--- src/rtl/mem_arb_pkg.sv ---
// Shared types and encodings for mem_port_arbiter: FSM states, port select,
// and the memory read_part / write_part codes used by the load/store port.
package mem_arb_pkg;

   typedef enum logic [1:0] {
      IDLE   = 2'd0,
      ACCESS = 2'd1,
      RESP   = 2'd2
   } state_t;

   typedef enum logic {
      SEL_I = 1'b0,
      SEL_D = 1'b1
   } sel_t;

   // Read part codes (load width / extension)
   localparam logic [2:0] RP_W  = 3'd0;
   localparam logic [2:0] RP_HS = 3'd1;
   localparam logic [2:0] RP_HU = 3'd2;
   localparam logic [2:0] RP_BS = 3'd3;
   localparam logic [2:0] RP_BU = 3'd4;

   // Write part codes (store width)
   localparam logic [1:0] WP_W  = 2'd0;
   localparam logic [1:0] WP_H  = 2'd1;
   localparam logic [1:0] WP_B  = 2'd2;

endpackage

--- src/rtl/mem_port_arbiter_rr_arb2.sv ---
// rr_arb2: two-request picker (fetch vs load/store) with a last-grant register.
// Default: round-robin on a tie, the port not granted last wins.
// With MEM_ARB_DPRIO_EN defined: fixed priority, load/store always wins a tie.
module rr_arb2
   import mem_arb_pkg::*;
(
   input  logic clk,
   input  logic rst,
   input  logic i_fetch_req,
   input  logic i_ls_req,
   input  logic i_accept,
   output logic o_pick_ls
);

   sel_t r_last_sel;

`ifdef MEM_ARB_DPRIO_EN
   // Fixed priority: load/store wins whenever it requests.
   assign o_pick_ls = i_ls_req;
`else
   // Round-robin: on a tie, grant load/store only if fetch won last time.
   assign o_pick_ls = i_ls_req & (~i_fetch_req | (r_last_sel == SEL_I));
`endif

   // Remember which port took the last grant.
   always_ff @(posedge clk) begin
      // NOTE: sequential state uses non-blocking assignments so every flop samples pre-edge values.
      if (rst) begin
         r_last_sel <= SEL_I;
      end else if (i_accept) begin
         r_last_sel <= o_pick_ls ? SEL_D : SEL_I;
      end
   end

endmodule

--- src/rtl/mem_port_arbiter.sv ---
// mem_port_arbiter: shares one single-ported data memory between the fetch
// port (I) and the load/store port (D). Registered grant, one access slot per
// request, IDLE -> ACCESS -> RESP, ack pulses two cycles after the request is
// first seen. Tie policy comes from rr_arb2; define MEM_ARB_DPRIO_EN for fixed
// load/store priority instead of round-robin.
module mem_port_arbiter
   import mem_arb_pkg::*;
#(
   parameter int ADDR_W = 8,
   parameter int DATA_W = 32
) (
   input  logic              clk,
   input  logic              rst,
   // fetch port
   input  logic              i_req,
   input  logic [ADDR_W-1:0] i_addr,
   output logic              i_ack,
   output logic [DATA_W-1:0] i_rdata,
   // load/store port
   input  logic              d_req,
   input  logic              d_we,
   input  logic [2:0]        d_read_part,
   input  logic [1:0]        d_write_part,
   input  logic [ADDR_W-1:0] d_addr,
   input  logic [DATA_W-1:0] d_wdata,
   output logic              d_ack,
   output logic [DATA_W-1:0] d_rdata,
   output logic              d_err,
   // memory
   output logic              mem_read,
   output logic              mem_write,
   output logic [2:0]        mem_read_part,
   output logic [1:0]        mem_write_part,
   output logic [ADDR_W-1:0] mem_addr,
   output logic [DATA_W-1:0] mem_wdata,
   input  logic [DATA_W-1:0] mem_rdata
);

   localparam logic [ADDR_W-1:0] WORD_MASK = ~ADDR_W'(3);

   state_t            r_state;
   sel_t              r_grant_sel;
   logic              r_d_rej;
   logic              r_i_ack;
   logic              r_d_ack;
   logic              r_d_err;
   logic [DATA_W-1:0] r_i_rdata;
   logic [DATA_W-1:0] r_d_rdata;

   logic              w_grant_now;
   logic              w_pick_d;
   logic              w_d_rej;
   logic              w_mem_write;

   assign w_grant_now = (r_state == IDLE) & (i_req | d_req);

   rr_arb2 u_arb (
      .clk        (clk),
      .rst        (rst),
      .i_fetch_req(i_req),
      .i_ls_req   (d_req),
      .i_accept   (w_grant_now),
      .o_pick_ls  (w_pick_d)
   );

   // Legality of the pending load/store: unknown part codes and misaligned
   // halfword/word accesses are rejected.
   always_comb begin
      // NOTE: every combinational output gets a default first so no path can infer a latch.
      w_d_rej = 1'b0;
      if (d_we) begin
         case (d_write_part)
            WP_W:    w_d_rej = (d_addr[1:0] != 2'b00);
            WP_H:    w_d_rej = d_addr[0];
            WP_B:    w_d_rej = 1'b0;
            default: w_d_rej = 1'b1;
         endcase
      end else begin
         case (d_read_part)
            RP_W:         w_d_rej = (d_addr[1:0] != 2'b00);
            RP_HS, RP_HU: w_d_rej = d_addr[0];
            RP_BS, RP_BU: w_d_rej = 1'b0;
            default:      w_d_rej = 1'b1;
         endcase
      end
   end

   // Arbitration FSM with registered grant, rdata capture and ack pulses.
   always_ff @(posedge clk) begin
      if (rst) begin
         r_state     <= IDLE;
         r_grant_sel <= SEL_I;
         r_d_rej     <= 1'b0;
         r_i_ack     <= 1'b0;
         r_d_ack     <= 1'b0;
         r_d_err     <= 1'b0;
         r_i_rdata   <= '0;
         r_d_rdata   <= '0;
      end else begin
         r_i_ack <= 1'b0;
         r_d_ack <= 1'b0;
         r_d_err <= 1'b0;
         case (r_state)
            IDLE: begin
               if (w_grant_now) begin
                  r_grant_sel <= w_pick_d ? SEL_D : SEL_I;
                  r_d_rej     <= w_pick_d & w_d_rej;
                  r_state     <= ACCESS;
               end
            end
            ACCESS: begin
               if (r_grant_sel == SEL_I) begin
                  r_i_rdata <= mem_rdata;
                  r_i_ack   <= 1'b1;
               end else begin
                  r_d_rdata <= (d_we | r_d_rej) ? '0 : mem_rdata;
                  r_d_ack   <= 1'b1;
                  r_d_err   <= r_d_rej;
               end
               r_state <= RESP;
            end
            RESP:    r_state <= IDLE;
            default: r_state <= IDLE;
         endcase
      end
   end

   // Memory drive: quiet outside ACCESS, granted port's live inputs inside.
   always_comb begin
      mem_read       = 1'b0;
      w_mem_write    = 1'b0;
      mem_read_part  = RP_W;
      mem_write_part = WP_W;
      mem_addr       = '0;
      mem_wdata      = '0;
      if (r_state == ACCESS) begin
         if (r_grant_sel == SEL_I) begin
            mem_read = 1'b1;
            mem_addr = i_addr & WORD_MASK;
         end else begin
            mem_read       = ~d_we & ~r_d_rej;
            w_mem_write    = d_we & ~r_d_rej;
            mem_read_part  = d_read_part;
            mem_write_part = d_write_part;
            mem_addr       = d_addr;
            mem_wdata      = d_wdata;
         end
      end
   end

   // A store caught by reset must not reach memory in the reset cycle itself.
   assign mem_write = w_mem_write & ~rst;

   assign i_ack   = r_i_ack;
   assign i_rdata = r_i_rdata;
   assign d_ack   = r_d_ack;
   assign d_rdata = r_d_rdata;
   assign d_err   = r_d_err;

endmodule

--- config.mk ---
export PLATFORM = sky130hd
export DESIGN_NAME = mem_port_arbiter
export DESIGN_NICKNAME = d
export VERILOG_FILES = /design/src/rtl/mem_arb_pkg.sv /design/src/rtl/mem_port_arbiter_rr_arb2.sv /design/src/rtl/mem_port_arbiter.sv
export SDC_FILE = /design/constraint.sdc
export NUM_CORES = 1
export LEC_CHECK = 0
export CORE_ASPECT_RATIO = 1.2
export CORE_MARGIN = 2
export CORE_UTILIZATION = 36
export DETAILED_ROUTE_END_ITERATION = 8
export GPL_ROUTABILITY_DRIVEN = 0
export PLACE_DENSITY = 0.81
export SYNTH_ARGS = -nofsm -noshare
export SYNTH_HDL_FRONTEND = slang
export SYNTH_SLANG_ARGS = --single-unit
--- constraint.sdc ---
create_clock -name clk -period 1.6 [get_ports clk]
set_input_delay 0.16 -clock clk [delete_from_list [all_inputs] [get_ports clk]]
set_output_delay 0.16 -clock clk [all_outputs]
set_load 0.02 [all_outputs]
After elaboration in Yosys (flattened, before gate mapping)
Index checks and enable logic that the tools add are counted.
{"block": "op_classes", "eq_ne": 8, "n_mux": 21, "reduce_logical": 11, "bitwise": 16}
{"op": "$mux W32", "n": 3}
{"op": "$mux W8", "n": 2}
{"op": "$mux W1", "n": 8}
{"op": "$not A1 Y1", "n": 7}
{"op": "$and A1 B1 Y1", "n": 6}
{"op": "$eq A3 B2 Y1 const B", "n": 2}
{"op": "$mux W2", "n": 3}
{"op": "$mux W3", "n": 2}
{"op": "$pmux W1 S3", "n": 2}
{"op": "$reduce_and A2 Y1", "n": 3}
{"op": "$reduce_or A2 Y1", "n": 3}
{"op": "$eq A2 B1 Y1 const B", "n": 2}
{"op": "$logic_not A2 Y1", "n": 2}
{"op": "$pmux W2 S2", "n": 1}
{"op": "$eq A3 B1 Y1 const B", "n": 1}
{"op": "$eq A3 B3 Y1 const B", "n": 1}
{"op": "$logic_not A3 Y1", "n": 1}
{"op": "$or A1 B1 Y1", "n": 3}
{"op": "$reduce_or A3 Y1", "n": 1}
{"op": "$eq A2 B2 Y1 const B", "n": 1}
{"op": "$ne A2 B1 Y1 const B", "n": 1}
{"op": "$reduce_bool A2 Y1", "n": 1}
{"block": "totals", "input_bits": 90, "output_inout_bits": 114, "elab_cells": 65, "register_bits": 72}

Depth between registers and ports, before layout
Gate-level depths: netlist of run 1.
{"block": "depth", "word_depth": 5, "ltp_mapped": 6, "mapped_depth_nobuf": 4}

By module
Synthesis of run 1 repeated with hierarchy kept, for this count alone.
{"block": "hier_totals", "hier_cells": 337, "area_unflattened_um2": 2991.6}
{"mod": "mem_port_arbiter", "area_each_um2": 2940.3, "cells_each": 332, "instances": 1, "seq_area_each_um2": 1421.4}
{"mod": "rr_arb2", "area_each_um2": 51.3, "cells_each": 5, "instances": 1, "seq_area_each_um2": 20.0}

Worst setup path after synthesis of run 1
No wires, ideal clock.
{"block": "synth_path", "kind": "register to output", "startpoint": "register, netlist name u_arb.r_last_sel", "endpoint": "output mem_write", "arrival_ps": 1295, "required_time_ps": 1440, "stages_incl_launch_ff": 4, "setup_slack_ps": 145, "n_path_buf": 1, "cell_sequence": "dfxtp_1 -> nand3b_4 -> buf_2 -> nor4b_2"}
{"element": "to (decl)", "line_no": "mem_port_arbiter.sv:31", "rtl": "output logic mem_write,"}

Worst setup path after layout of run 1
{"block": "layout_path", "startpoint": "register r_state[1]", "endpoint": "output mem_addr[5]"}
{"block": "layout_between", "elab_chain_cells": 2}
{"element": "from (decl)", "line_no": "mem_port_arbiter.sv:41", "rtl": "state_t r_state;"}
{"element": "from (signal assigned)", "line_no": "mem_port_arbiter.sv:91", "rtl": "r_state <= IDLE;"}
{"element": "from (signal assigned)", "line_no": "mem_port_arbiter.sv:108", "rtl": "r_state <= ACCESS;"}
{"element": "from (signal assigned)", "line_no": "mem_port_arbiter.sv:120", "rtl": "r_state <= RESP;"}
{"element": "$eq A2 B1 Y1", "line_no": "mem_port_arbiter.sv:136", "rtl": "if (r_state == ACCESS) begin"}
{"element": "$mux W8", "line_no": "mem_port_arbiter.sv:136"}
{"element": "to (decl)", "line_no": "mem_port_arbiter.sv:34", "rtl": "output logic [ADDR_W-1:0] mem_addr,"}
No other way between the ends.

==> flow_summary.json, run 1 <==
{
  "outcome": "finished, violations left",
  "violations": "setup timing",
  "yosys_warnings": 0,
  "dr_total_vias": 3278,
  "powerDensity_mw_per_mm2": 800,
  "netSwitchingFraction": 0.255,
  "grt_pass1_vias": 3214,
  "tns_ns": -0.961,
  "netlist.area_leader.share": 0.474,
  "grt-busiest-layer": "met2",
  "path_class": "flop to primary output",
  "hold_viol": 0,
  "firstDrtPassIters": 4,
  "post_dp_cell_area_mm2": 0.00521,
  "post-route-period-util": 1.03,
  "nets": 648,
  "synth_top_area_cell": "dfxtp_1",
  "antenna_found_initial": 1,
  "power.share.sequential": 0.408,
  "worstMarginPinSlew_ns": 0.414,
  "worst_slack_ns": -0.0424,
  "wl_per_cell_um": 17.8,
  "worstPathRequired_ns": 1.44,
  "clk_pin_slew_ns": 0.07,
  "use_met2": 0.419,
  "drv_cap": 0,
  "ys_seq_elements": 71,
  "grt_max_degree": 38,
  "rsz0062_at_grt": "yes",
  "die_w_um": 87.3,
  "first_iter_violations": 94,
  "grt_first_pass_wirelength_um": 17100,
  "end_kind": "primary output",
  "maxSlewViolCount": 0,
  "cp.arrival_ns": 1.48,
  "ir_worst_vdd_v": 0.000587,
  "postLayoutCellArea_mm2": 0.00575,
  "slew-limit-headroom": 0.717,
  "viasPerCell": 4.98,
  "syn_area_mm2": 0.00300,
  "p_sw_mw": 1.17,
  "hold_buffers": 0,
  "critPathMaxFanout": 9,
  "synth-seq-area-share": 0.474,
  "io_pins": 204,
  "p_clk_frac": 0.370,
  "syn_area_per_cell_um2": 9.00,
  "dieArea_mm2": 0.00907,
  "cts_made_buffers": 9,
  "die_height_um": 104,
  "whs_ns": 0.213,
  "grt_usage": 0.246,
  "post-route-min-period_ns": 1.64,
  "drive_gt1_frac": 0.293,
  "fmax_mhz": 609,
  "clock_latency_ns": 0.34,
  "totalWireLength_um": 11700,
  "htree_levels": 3,
  "cts_num_sinks": 71,
  "cts_tree": "done",
  "met3_usage": 0.0944,
  "initial_core_util": 0.370,
  "final_antenna_net_count": 0,
  "multi_input_area_mm2": 0.00150,
  "holdCritPathClass": "primary input to flop",
  "power_leakage_nw": 2.25,
  "setup-violations-final": 45,
  "synthTopCellsByArea": "dfxtp_1 47%, a22oi_2 13%, nand2_1 8.4%, and2_1 8.4%, a21oi_1 5.8%",
  "synth_nets": 423,
  "drcViolationCount": 0,
  "cts_max_path_buffers": 2,
  "cts-root-buf": "clkbuf_8",
  "netlist_instances": 333,
  "yosysUniqueCellTypes": 29,
  "clock_skew_ns": 0.00871,
  "grt-ovfl-total": 0,
  "comb_power_share": 0.222,
  "syn_to_final_growth_pct": 91.8,
  "numPortBuffers": 201,
  "placementRows": 36,
  "num_antenna_cells": 0,
  "final-seq-area_mm2": 0.00143,
  "cp-start-kind": "flop",
  "core_mm2": 0.00811,
  "nFillCells": 594,
  "p_int_mw": 3.43,
  "use_met1": 0.287,
  "dpl.hpwl_um": 8380
}
[metal layers]
layer	share of wire	vias up
li1	-	1563
met1	0.40	1546
met2	0.49	146
met3	0.094	21
met4	0.016	2
met5	0.0011	-
[synth_stat cells (all sizes together)]
cell / instances
nor2b: 1
o21ai: 1
nor4b: 2
a22o: 6
dfxtp: 71
or2: 1
buf: 18
a22oi: 32
nand3b: 1
clkbuf: 8
nand3: 1
a211o: 1
mux2i: 1
a2111oi: 1
nand2b: 3
nor2: 40
o21a: 1
and2: 40
inv: 1
nand2: 67
o31ai: 1
a21oi: 35
[logic make-up after synthesis]
logic type	synth area share
compound gates	0.219
buf+inv	0.0526
flops	0.474
mux	0.00334
simple gates	0.251
[state kept, by name, indices dropped and copies added, names as in the netlist]
name	count
d_ack	1
i_rdata	32
d_err	1
r_d_rej	1
r_state	2
d_rdata	32
u_arb.r_last_sel	1
i_ack	1
[timing repair]
action | CTS | global route
setup buffers | 11 | 0
cloned | 2 | 1
resized for setup | 279 | 17
pin swaps | 4 | 15
setup endpoints to repair | 47 | 65
[final cells by class]
class                      instances  area share
clock inverter                     5      0.0185
multi-input combinational        235       0.261
clock buffer                      11      0.0229
tap                               95      0.0207
timing repair buffer             240       0.429
sequential                        71       0.248
inverter                           1    0.000653
[placed cells by master (no fill, tap or decap), types with 3 or more instances in the layout]
master	Yosys	routed
a21oi_1	35	34
a22oi_2	30	30
buf_6	3	43
dfxtp_1	71	69
clkbuf_8	0	9
clkdlybuf4s50_1	0	153
nor2_1	37	37
buf_4	6	34
buf_12	0	6
bufinv_16	0	3
nor2_4	2	3
nand2_1	67	67
a22o_1	6	6
and2_4	0	23
and2_1	40	17
[stage by stage]
step	cells	setup slack, ns	utilization	power, mW
after floorplan	333	0.145	-	2.29
after global placement	629	-0.176	0.643	2.82
after detailed placement	629	-0.207	0.643	2.84
after CTS	658	-0.153	0.702	4.61
after global routing	658	-0.106	0.709	4.78
final	658	-0.0424	0.709	4.60
[power groups by stage]
stage	Clock, mW	Combinational, mW	Sequential (mW)
3_3_place_gp	0	0.913	1.91
3_5_place_dp	0	0.924	1.91
2_1_floorplan	0	0.298	1.99
5_1_grt	1.82	1.08	1.88
4_1_cts	1.73	1.00	1.88
6_report	1.70	1.02	1.88
[critical path, cell delays in order, from the launching register on]
cell	delay, ns
dfxtp_2	0.33
nand2b_4	0.14
nor2_4	0.05
buf_12	0.13
buf_12	0.13
a22o_1	0.23
buf_6	0.13
[final timing paths]
| kind | start | to | slack, ns | depth (start not counted) |
|---|---|---|---|---|
| hold / removal | rst | d_rdata[20]$_SDFFE_PP0P_ | 0.21 | 2 |
| setup reg to reg | r_state[1]$_SDFFE_PP0P_ | i_rdata[20]$_SDFFE_PP0P_ | 0.12 | 8 |
| hold reg to reg | i_rdata[12]$_SDFFE_PP0P_ | i_rdata[12]$_SDFFE_PP0P_ | 0.46 | 2 |
| setup / recovery | r_state[1]$_SDFFE_PP0P_ | mem_addr[5] | -0.04 | 6 |
Note: power is estimated with default switching activity, not from simulation.
==> inputs of run 2 (changes only) <==
--- a/config.mk
+++ b/config.mk
@@ -5,6 +5,7 @@
 export SDC_FILE = /design/constraint.sdc
 export NUM_CORES = 1
 export LEC_CHECK = 0
+export CAP_MARGIN = 5
 export CORE_ASPECT_RATIO = 1.2
 export CORE_MARGIN = 2
 export CORE_UTILIZATION = 36
==> results of run 2 <==
Same layout as run 1: the final DEF is identical, and so are final timing and power.
==> inputs of run 3 (changes only) <==
--- a/config.mk
+++ b/config.mk
@@ -12,6 +12,7 @@
 export DETAILED_ROUTE_END_ITERATION = 8
 export GPL_ROUTABILITY_DRIVEN = 0
 export PLACE_DENSITY = 0.81
+export SKIP_CTS_REPAIR_TIMING = 1
 export SYNTH_ARGS = -nofsm -noshare
 export SYNTH_HDL_FRONTEND = slang
 export SYNTH_SLANG_ARGS = --single-unit
==> flow_summary.json, run 3 (synthesis results as in run 1) <==
{
  "nFillCells": 603,
  "drcViolationCount": 0,
  "cts_made_buffers": 9,
  "multi_input_area_mm2": 0.00149,
  "initial_core_util": 0.370,
  "p_sw_mw": 1.16,
  "totalWireLength_um": 11500,
  "dr_total_vias": 3252,
  "post-route-min-period_ns": 1.70,
  "worst_slack_ns": -0.103,
  "cts_max_path_buffers": 2,
  "drv_cap": 0,
  "worstPathRequired_ns": 1.44,
  "dpl.hpwl_um": 8380,
  "firstDrtPassIters": 4,
  "antenna_found_initial": 0,
  "worstMarginPinSlew_ns": 0.530,
  "post_dp_cell_area_mm2": 0.00521,
  "clock_skew_ns": 0.00761,
  "netSwitchingFraction": 0.254,
  "holdCritPathClass": "primary input to flop",
  "viasPerCell": 4.99,
  "final-seq-area_mm2": 0.00143,
  "placementRows": 36,
  "cp-start-kind": "flop",
  "final_common_cell": "clkdlybuf4s50_1",
  "postLayoutCellArea_mm2": 0.00569,
  "p_clk_frac": 0.372,
  "clock_latency_ns": 0.34,
  "final_cell_mix": "153 x clkdlybuf4s50_1, 69 x dfxtp_1, 67 x nand2_1",
  "hold_viol": 0,
  "dp.cells": 629,
  "cts-root-buf": "clkbuf_8",
  "critPathMaxFanout": 9,
  "power.share.sequential": 0.410,
  "core_mm2": 0.00811,
  "rsz0062_at_grt": "yes",
  "dieArea_mm2": 0.00907,
  "grt-ovfl-total": 0,
  "outcome": "finished, violations left",
  "tns_ns": -2.86,
  "cts_tree": "done",
  "first_iter_violations": 102,
  "violations": "setup timing",
  "cts_num_sinks": 71,
  "slew-limit-headroom": 0.638,
  "grt_first_pass_wirelength_um": 16200,
  "comb_power_share": 0.217,
  "syn_to_final_growth_pct": 89.9,
  "end_kind": "primary output",
  "numPortBuffers": 201,
  "path_class": "flop to primary output",
  "fin_cells": 652,
  "htree_levels": 3,
  "die_height_um": 104,
  "setup-violations-final": 45,
  "io_pins": 204,
  "maxSlewViolCount": 0,
  "power_leakage_nw": 2.23,
  "ir_worst_vdd_v": 0.000586,
  "drive_gt1_frac": 0.280,
  "p_int_mw": 3.41,
  "clk_pin_slew_ns": 0.07,
  "grt_max_degree": 38,
  "wl_per_cell_um": 17.7,
  "nets": 642,
  "fmax_mhz": 587,
  "die_w_um": 87.3,
  "grt_pass1_vias": 3106,
  "final_antenna_net_count": 0,
  "grt_usage": 0.232,
  "num_antenna_cells": 0,
  "cp.arrival_ns": 1.54,
  "powerDensity_mw_per_mm2": 804,
  "post-route-period-util": 1.06
}
run 3: path summary, 6_finish.rpt:
| kind | cells after the start | slack (ns) | start | end |
|---|---|---|---|---|
| setup / recovery | 6 | -0.10 | r_state[1]$_SDFFE_PP0P_ | mem_wdata[9] |
| hold / removal | 2 | 0.21 | rst | d_rdata[20]$_SDFFE_PP0P_ |
| setup reg to reg | 7 | 0.11 | r_state[1]$_SDFFE_PP0P_ | i_rdata[19]$_SDFFE_PP0P_ |
| hold reg to reg | 2 | 0.46 | i_rdata[12]$_SDFFE_PP0P_ | i_rdata[12]$_SDFFE_PP0P_ |
run 3: power groups by stage:
stage               Clock [mW]  Combinational, mW  Sequential, mW
floorplan                    0              0.298            1.99
global placement             0              0.913            1.91
detailed placement           0              0.924            1.91
CTS                       1.73              0.930            1.87
global route              1.82               1.05            1.88
finish                    1.70              0.994            1.88
run 3: worst max-delay path, stage by stage (launching register included):
cell and delay (ns):
dfxtp_2 0.32, nand2b_4 0.17, nor2_4 0.14, buf_12 0.14, clkbuf_16 0.15, and2_1 0.16
buf_6 0.13
run 3: per-layer routing:
layer  wire [µm]  global-route usage  share of wire  vias up
met3        1120              0.0865          0.097       15
met2        5640               0.385           0.49      159
met5           0                   0              0        -
met4         159              0.0593          0.014        0
li1            -                   -              -     1549
met1        4610               0.279           0.40     1529
run 3: through the flow:
stage | utilization | setup slack [ns] | total power, mW | hold WS (ns)
final | 0.702 | -0.103 | 4.57 | 0.209
after global routing | 0.702 | -0.149 | 4.75 | 0.237
after CTS | 0.672 | -0.591 | 4.53 | 0.192
after detailed placement | 0.643 | -0.207 | 2.84 | 0.449
after global placement | 0.643 | -0.176 | 2.82 | 0.443
after floorplan | - | 0.145 | 2.29 | 0.295
run 3: area by class of cell:
| cell class | count | area share |
|---|---|---|
| flip-flops and latches | 71 | 0.251 |
| inverters | 1 | 0.000659 |
| clock buffers | 11 | 0.0231 |
| repair buffers | 234 | 0.424 |
| clock inverters | 5 | 0.0187 |
| well taps | 95 | 0.0209 |
| multi-input cells | 235 | 0.262 |
